[config.mk]
export PLATFORM = sky130hd
export DESIGN_NAME = imm_instr_encoder
export DESIGN_NICKNAME = d
export VERILOG_FILES = /design/src/rtl/imm_instr_encoder.sv
export SDC_FILE = /design/constraint.sdc
export NUM_CORES = 1
export LEC_CHECK = 0
export CAP_MARGIN = 30
export CORE_ASPECT_RATIO = 1.25
export CORE_MARGIN = 2
export CORE_UTILIZATION = 51
export CTS_BUF_LIST = sky130_fd_sc_hd__clkbuf_16
export DETAILED_ROUTE_END_ITERATION = 10
export PLACE_DENSITY = 0.89
export SLEW_MARGIN = 5
export SYNTH_ARGS = -nofsm -noshare
export SYNTH_HDL_FRONTEND = slang
export SYNTH_SLANG_ARGS = --single-unit
[constraint.sdc]
create_clock -name i_clk -period 2.6 [get_ports i_clk]
set_input_delay 0.65 -clock i_clk [delete_from_list [all_inputs] [get_ports i_clk]]
set_output_delay 0.65 -clock i_clk [all_outputs]
set_load 0.005 [all_outputs]
[src/rtl/imm_instr_encoder.sv]
// Immediate instruction encoder: packs opcode/fields/immediate into a 16-bit word and streams it to IMEM.
// Optional build macro IMM_ENC_SATURATE_EN clamps out-of-range immediates instead of dropping them.
`timescale 1ns/1ps
module imm_instr_encoder #(
  parameter int ADDR_W   = 8,
  parameter int PROG_LEN = 256
) (
  input  logic              i_clk,
  input  logic              i_rst_n,
  input  logic              i_start,
  input  logic [ADDR_W-1:0] i_base_addr,
  input  logic              i_in_valid,
  output logic              o_in_ready,
  input  logic [3:0]        i_opcode,
  input  logic [1:0]        i_imm_src,
  input  logic [15:0]       i_base_fields,
  input  logic [7:0]        i_imm_in,
  output logic              o_out_valid,
  input  logic              i_out_ready,
  output logic [ADDR_W-1:0] o_imem_addr,
  output logic [15:0]       o_imem_wdata,
  output logic              o_out_last,
  output logic              o_err,
  output logic [7:0]        o_err_count
);

  localparam logic [ADDR_W-1:0] LAST_CNT = ADDR_W'(PROG_LEN - 1);

  // Handshakes: a transfer happens on a clock edge where valid && ready are both high;
  // valid never depends on ready, and payload is held stable while valid && !ready.
  logic              r_s1_valid;
  logic [15:0]       r_s1_word;
  logic              r_out_valid;
  logic [ADDR_W-1:0] r_imem_addr;
  logic [15:0]       r_imem_wdata;
  logic              r_out_last;
  logic              r_err;
  logic [7:0]        r_err_count;
  logic [ADDR_W-1:0] r_next_addr;
  logic [ADDR_W-1:0] r_base;
  logic [ADDR_W-1:0] r_cnt;

  logic signed [7:0] w_imm_s;
  logic [5:0]        w_field;
  logic [15:0]       w_word;
  logic              w_class_err;
  logic              w_range_err;
  logic              w_emit;
  logic              w_count_err;
  logic              w_s2_free;
  logic              w_s1_move;
  logic              w_accept;

  assign w_imm_s = i_imm_in;

  always_comb begin
    w_word        = i_base_fields;
    w_word[15:12] = i_opcode;
    w_field       = i_imm_in[5:0];
    w_class_err   = 1'b0;
    w_range_err   = 1'b0;
    case (i_imm_src)
      2'b00: begin
        if (i_opcode == 4'b1010)      w_word[8:1]  = i_imm_in;
        else if (i_opcode == 4'b1101) w_word[11:4] = i_imm_in;
        else                          w_class_err  = 1'b1;
      end
      2'b01: begin
        if (w_imm_s < 8'sd0) begin
          w_range_err = 1'b1;
          w_field     = 6'd0;
        end else if (w_imm_s > 8'sd63) begin
          w_range_err = 1'b1;
          w_field     = 6'd63;
        end
        w_word[5:0] = w_field;
      end
      2'b10: begin
        if (w_imm_s < 8'sd0) begin
          w_range_err = 1'b1;
          w_field     = 6'd0;
        end else if (w_imm_s > 8'sd7) begin
          w_range_err = 1'b1;
          w_field     = 6'd7;
        end
        w_word[5:3] = w_field[2:0];
      end
      default: begin
        if (w_imm_s < -8'sd16) begin
          w_range_err = 1'b1;
          w_field     = 6'b010000;
        end else if (w_imm_s > 8'sd15) begin
          w_range_err = 1'b1;
          w_field     = 6'b001111;
        end
        w_word[5:1] = w_field[4:0];
      end
    endcase
  end

`ifdef IMM_ENC_SATURATE_EN
  assign w_emit      = !w_class_err;
  assign w_count_err = w_class_err;
`else
  assign w_emit      = !w_class_err && !w_range_err;
  assign w_count_err = w_class_err || w_range_err;
`endif

  assign w_s2_free  = !r_out_valid || i_out_ready;
  assign w_s1_move  = r_s1_valid && w_s2_free && !i_start;
  assign o_in_ready = !i_start && (!r_s1_valid || w_s2_free);
  assign w_accept   = i_in_valid && o_in_ready;

  always_ff @(posedge i_clk) begin
    if (!i_rst_n) begin
      r_s1_valid   <= 1'b0;
      r_s1_word    <= '0;
      r_out_valid  <= 1'b0;
      r_imem_addr  <= '0;
      r_imem_wdata <= '0;
      r_out_last   <= 1'b0;
      r_err        <= 1'b0;
      r_err_count  <= '0;
      r_next_addr  <= '0;
      r_base       <= '0;
      r_cnt        <= '0;
    end else begin
      // Illegal requests are consumed here and never occupy S1.
      if (w_accept) begin
        r_s1_valid <= w_emit;
        r_s1_word  <= w_word;
        if (w_class_err || w_range_err) r_err <= 1'b1;
        if (w_count_err && r_err_count != 8'hFF) r_err_count <= r_err_count + 8'd1;
      end else if (w_s1_move || i_start) begin
        r_s1_valid <= 1'b0;
      end

      if (w_s1_move) begin
        r_out_valid  <= 1'b1;
        r_imem_addr  <= r_next_addr;
        r_imem_wdata <= r_s1_word;
        r_out_last   <= (r_cnt == LAST_CNT);
        if (r_cnt == LAST_CNT) begin
          r_cnt       <= '0;
          r_next_addr <= r_base;
        end else begin
          r_cnt       <= r_cnt + ADDR_W'(1);
          r_next_addr <= r_next_addr + ADDR_W'(1);
        end
      end else if (i_out_ready) begin
        r_out_valid <= 1'b0;
      end

      // A pending S2 word keeps its address; the new base applies to the next word.
      if (i_start) begin
        r_base      <= i_base_addr;
        r_next_addr <= i_base_addr;
        r_cnt       <= '0;
        r_err       <= 1'b0;
        r_err_count <= '0;
      end
    end
  end

  assign o_out_valid  = r_out_valid;
  assign o_imem_addr  = r_imem_addr;
  assign o_imem_wdata = r_imem_wdata;
  assign o_out_last   = r_out_last;
  assign o_err        = r_err;
  assign o_err_count  = r_err_count;

endmodule

Yosys cells after proc, flatten, opt, wreduce, memory -nomap -nowiden
Index checks and enable logic that the tools add are counted.

Multiply operators: 0. Order comparisons: 5. Add/subtract/negate cells: 3. Eq/ne operators: 6. Muxes and demuxes: 32. Reductions and logical operators: 22. Shift-type cells: 0. Bitwise logic cells: 1. Divide/modulo/power cells: 0.

Operators with widths (count): 8-bit 2-to-1 mux (5); 8-bit by 1-bit adder with 8-bit output, second input constant (3); 6-bit 2-to-1 mux (3); 5-bit 2-to-1 mux (3); 1-bit 2-to-1 mux (14); 3-bit 2-to-1 mux (4); 3-bit case mux with 3 select lines (1); 4-bit equality test, second input constant (2); 8-bit equality test, second input constant (1); 8-bit by 4-bit greater-than comparator with 1-bit output, second input constant (1); 8-bit by 5-bit greater-than comparator with 1-bit output, second input constant (1); 8-bit by 7-bit greater-than comparator with 1-bit output, second input constant (1); 8-bit by 1-bit < comparator with 1-bit output, second input constant (1); 8-bit by 5-bit < comparator with 1-bit output, second input constant (1); 8-bit inequality test, second input constant (1); 1-bit logical AND (6); 2-bit case mux with 3 select lines (1); 2-bit nonzero test (3); 1-bit logical NOT (5); 1-bit logical OR (4); 2-bit AND reduction (2); 1-bit case mux with 3 select lines (1); 2-bit by 1-bit equality test with 1-bit output, second input constant (1); 2-bit equality test, second input constant (1); other kinds (3) (3).

Bits in writable memories: 0. Input port bits: 43. Output and inout bits: 36. Bits in latches: 0. Memories: 0. ROM bits: 0. Register bits: 76.

Longest topological paths before layout
Word-level depth: 7. Depth in mapped cells: 8. Mapped depth without buffers: 7.

Worst setup path after synthesis
No wires, ideal clock.

Path kind: input port to flip-flop. From: in i_imm_src[0]. To: reg r_err_count[3] (netlist: o_err_count[3]). Data arrival time: 2.124 ns. Setup slack: 0.405 ns. Stages on the path: 7. Setup time: 0.071 ns. Cells stage by stage: inv_1 > ha_1 > nor3_1 > nor3b_1 > a221oi_2 > or4_2 > a21oi_1.

Longest elaborated chain between the ends: 5. Elaborated cells between the ends (all ways): 8. Classes of those cells: 2 x eq/ne; 2 x mux; 4 x reduce/logical.

RTL lines: start, declared (line 15) `input logic [1:0] i_imm_src,`; 2-bit equality test, or another cell as far along; 1-bit case mux with 3 select lines / 1-bit 2-to-1 mux (equally long branches) (line 62) `case (i_imm_src)`; 1-bit logical OR * (line 106) `assign w_count_err = w_class_err || w_range_err;`; 1-bit logical AND * (line 133) `if (w_count_err && r_err_count != 8'hFF) r_err_count <= r_err_count + 8'd1;`; 2-bit AND reduction (no line) *; end signal, assigned (line 133); end, declared (line 38) `logic [7:0] r_err_count;`.

Mark *: on every way between the ends. The rest lies on a longest branch, timed or not. A chain may end at the register's enable or synchronous reset.

Worst setup path in the final report
From: in i_imm_src[1]. To: reg r_err_count[3] (netlist: o_err_count[3]).

The elaborated chain is that of the path after synthesis.

==> impl_metrics.ini <==
[yosys]
syn_area_um2 = 3730
synthCells = 449
yosys.area.top_type_share = 0.407
yosys_most_used_dff = dfxtp_1
synth_warnings = 0
synth_seq_cells = 76
synth_fa_ha_area_frac = 0.0235
synth_async_sr_flop_share = 0
synth_nets = 499
synth_area_leader_cell = dfxtp_1
seq_area_frac_synth = 0.407
synth_compound_area_frac = 0.240
synthTopCellsByArea = dfxtp_1 41%, nand2_1 9.0%, a21boi_0 6.8%
synth_mux_area_frac = 0.0298
yosys.area_share.simple = 0.239
synth-xor-area-share = 0.0211
synth_cell_types = 60
syn_avg_cell_area_um2 = 8.32
synth-edff-count = 0
synth_top_family_by_area = compound AO/OA/AOI/OAI gates

[pwr]
p_seq_frac = 0.429
clock_power_share = 0.463
p_leak_nw = 1.90
p_sw_mw = 0.660
p_comb_frac = 0.108
powerDensity_nw_per_um2 = 565
switching_share = 0.232
finalPower_mw = 2.85
ir_drop_mv = 0.371
intPower_mw = 2.19

[sta]
period_share = 0.951
finalHoldViolCount = 0
grt_setup_unrepaired = no
fin_worst_skew_ns = 0.00720
finalSetupTns_ns = 0
maxSlewViolCount = 0
fin_ws_ns = 0.128
hold_ws_ns = 0.460
max_freq_mhz = 405
finalCriticalPeriod_ns = 2.47
tightest_slew_ns = 0.479
slew_headroom = 0.680
setup_viol = 0

[grt]
grt_overflow = 0
grt_start_max_net_pins = 34
antenna_found_initial = 0
grt_usage = 0.250
grt_pass1_wl_mm = 16.1
grt_pass1_vias = 3575

[critical_path]
slowest_delay_ns = 0.66
worstPathRequired_ns = 2.87
crit_chain = clkdlybuf4s50_1, inv_1, ha_1, nor3b_1, a221oi_2, or4_2, a21oi_1
cp_max_fo = 4
worstSetupStartpointType = primary input
worstSetupPathType = in2reg
worstSetupEndpointType = flop
cp.arrival_ns = 2.74
crit_slowest_cell = or4_2

[route]
viasPerCell = 5.83
drt_first_pass_iters = 5
vias = 3684
routedWlPerCell_um = 15.3
drc = 0
drt-total-wl_mm = 9.68
detail-route-antenna-nets = 0
drt_iter0_drc = 185

[final_layout]
final_common_cell = nand2_1
final_nets = 587
final_cell_count_no_fill = 632
design_area_um2 = 5040
final_cell_mix = 90 x nand2_1, 76 x dfxtp_1, 73 x clkdlybuf4s50_1
post-route-util = 0.719
antennaDiodeCount = 0
syn_to_final_growth_pct = 35.1
drive_gt1_frac = 0.118

[floorplanning]
ios = 79
fp.dieW_um = 80.5
core_area_um2 = 7020
fp.dieH_um = 99.7
initial_core_util = 0.532
fp.dieArea_um2 = 8030
num_rows = 34

[clocking]
cts_buffer_depth = 2
root_buffer = clkbuf_16
cts-hold-fix-buffers = 0
cts_tree = done
h-tree-depth = 3
clk_latency_ns = 0.33
cts.sinks = 76
cts_buffers = 9
path_clk_slew_ns = 0.06

[place]
place_congestion = 0.910
place_ws_ns = -0.210
placedCellCount = 615
placed_area_um2 = 4720
place_hpwl_mm = 6.85
numPortBuffers = 74

[worst_hold_path]
hold_path_class = reg2reg

[run_status]
status = completed

[run]
maxCapViolCount = 0
[synthesized netlist by cell type, types with 3 or more instances]
library cell,number
and2_1,4
buf_2,4
nand3_1,20
a21boi_0,34
mux2i_1,10
nor2b_1,8
o21ai_0,20
xor2_1,7
clkbuf_1,23
ha_1,7
o211a_1,8
nor3b_1,5
a31o_2,3
nand2_1,90
and3_1,8
o211ai_1,4
nor2_1,21
inv_1,5
nand4_1,11
a222oi_1,3
a31oi_1,5
dfxtp_1,76
o31ai_1,5
nor3_1,3
a21oi_1,21
[cell type report]
cell class	instances	area, µm²
timing repair buffer	107	1000
multi-input combinational	337	2070
sequential	76	1520
tap	90	113
fill	514	1970
clock buffer	9	225
clock inverter	7	91.3
inverter	6	22.5
[registers in the layout, summed over array words and instances, names as in the netlist, 8 cells and up]
name          flops
o_imem_wdata     16
r_s1_word        16
o_err_count       8
o_imem_addr       8
r_base            8
r_cnt             8
r_next_addr       8
[critical path, delay by kind of cell]
family,cells,cell delay (ns)
AOI/OAI and AO/OA,2,0.28
adders and majority gates,1,0.26
and+or+nand+nor,2,0.97
buffers and inverters,2,0.57
[power groups by stage]
stage / Combinational (mW) / Sequential (mW) / Clock (mW)
2_1_floorplan: 0.161 / 1.24 / 0
3_3_place_gp: 0.293 / 1.25 / 0
3_5_place_dp: 0.300 / 1.25 / 0
4_1_cts: 0.304 / 1.22 / 1.34
5_1_grt: 0.336 / 1.23 / 1.38
6_report: 0.307 / 1.22 / 1.32
[logic make-up (layout without fill, tap and decap cells)]
group,after synthesis,count (layout)
XOR/XNOR,9,9
multiplexers,11,11
buffers and inverters,36,129
adder cells (fa/ha/maj),7,7
AO/OA/AOI/OAI,126,126
flip-flops,76,76
AND/OR/NAND/NOR,184,184
[final timing paths]
check / startpoint / end / slack [ns] / cells past startpoint
setup / recovery: i_imm_src[1] / o_err_count[3]$_SDFFE_PP0P_ / 0.13 / 7
hold / removal: o_imem_addr[1]$_SDFFE_PN0P_ / o_imem_addr[1]$_SDFFE_PN0P_ / 0.46 / 2
setup reg to reg: o_err_count[0]$_SDFFE_PP0P_ / o_err_count[3]$_SDFFE_PP0P_ / 0.57 / 6
hold reg to reg: o_imem_addr[1]$_SDFFE_PN0P_ / o_imem_addr[1]$_SDFFE_PN0P_ / 0.46 / 2
[layer usage]
| layer | GRT usage | up-vias | share of wire | wire (µm) |
|---|---|---|---|---|
| met3 | 0.0454 | 19 | 0.055 | 528 |
| met2 | 0.444 | 129 | 0.51 | 4980 |
| met5 | 0 | - | 0 | 0 |
| li1 | - | 1780 | - | - |
| met4 | 0.0965 | 0 | 0.020 | 192 |
| met1 | 0.294 | 1756 | 0.41 | 3970 |
[what timing repair did]
item / CTS / global route
resized for setup: 0 / 2
endpoints found under the setup margin: 1 / 1
setup buffers: 1 / 0
Note: power is estimated with default switching activity, not from simulation.
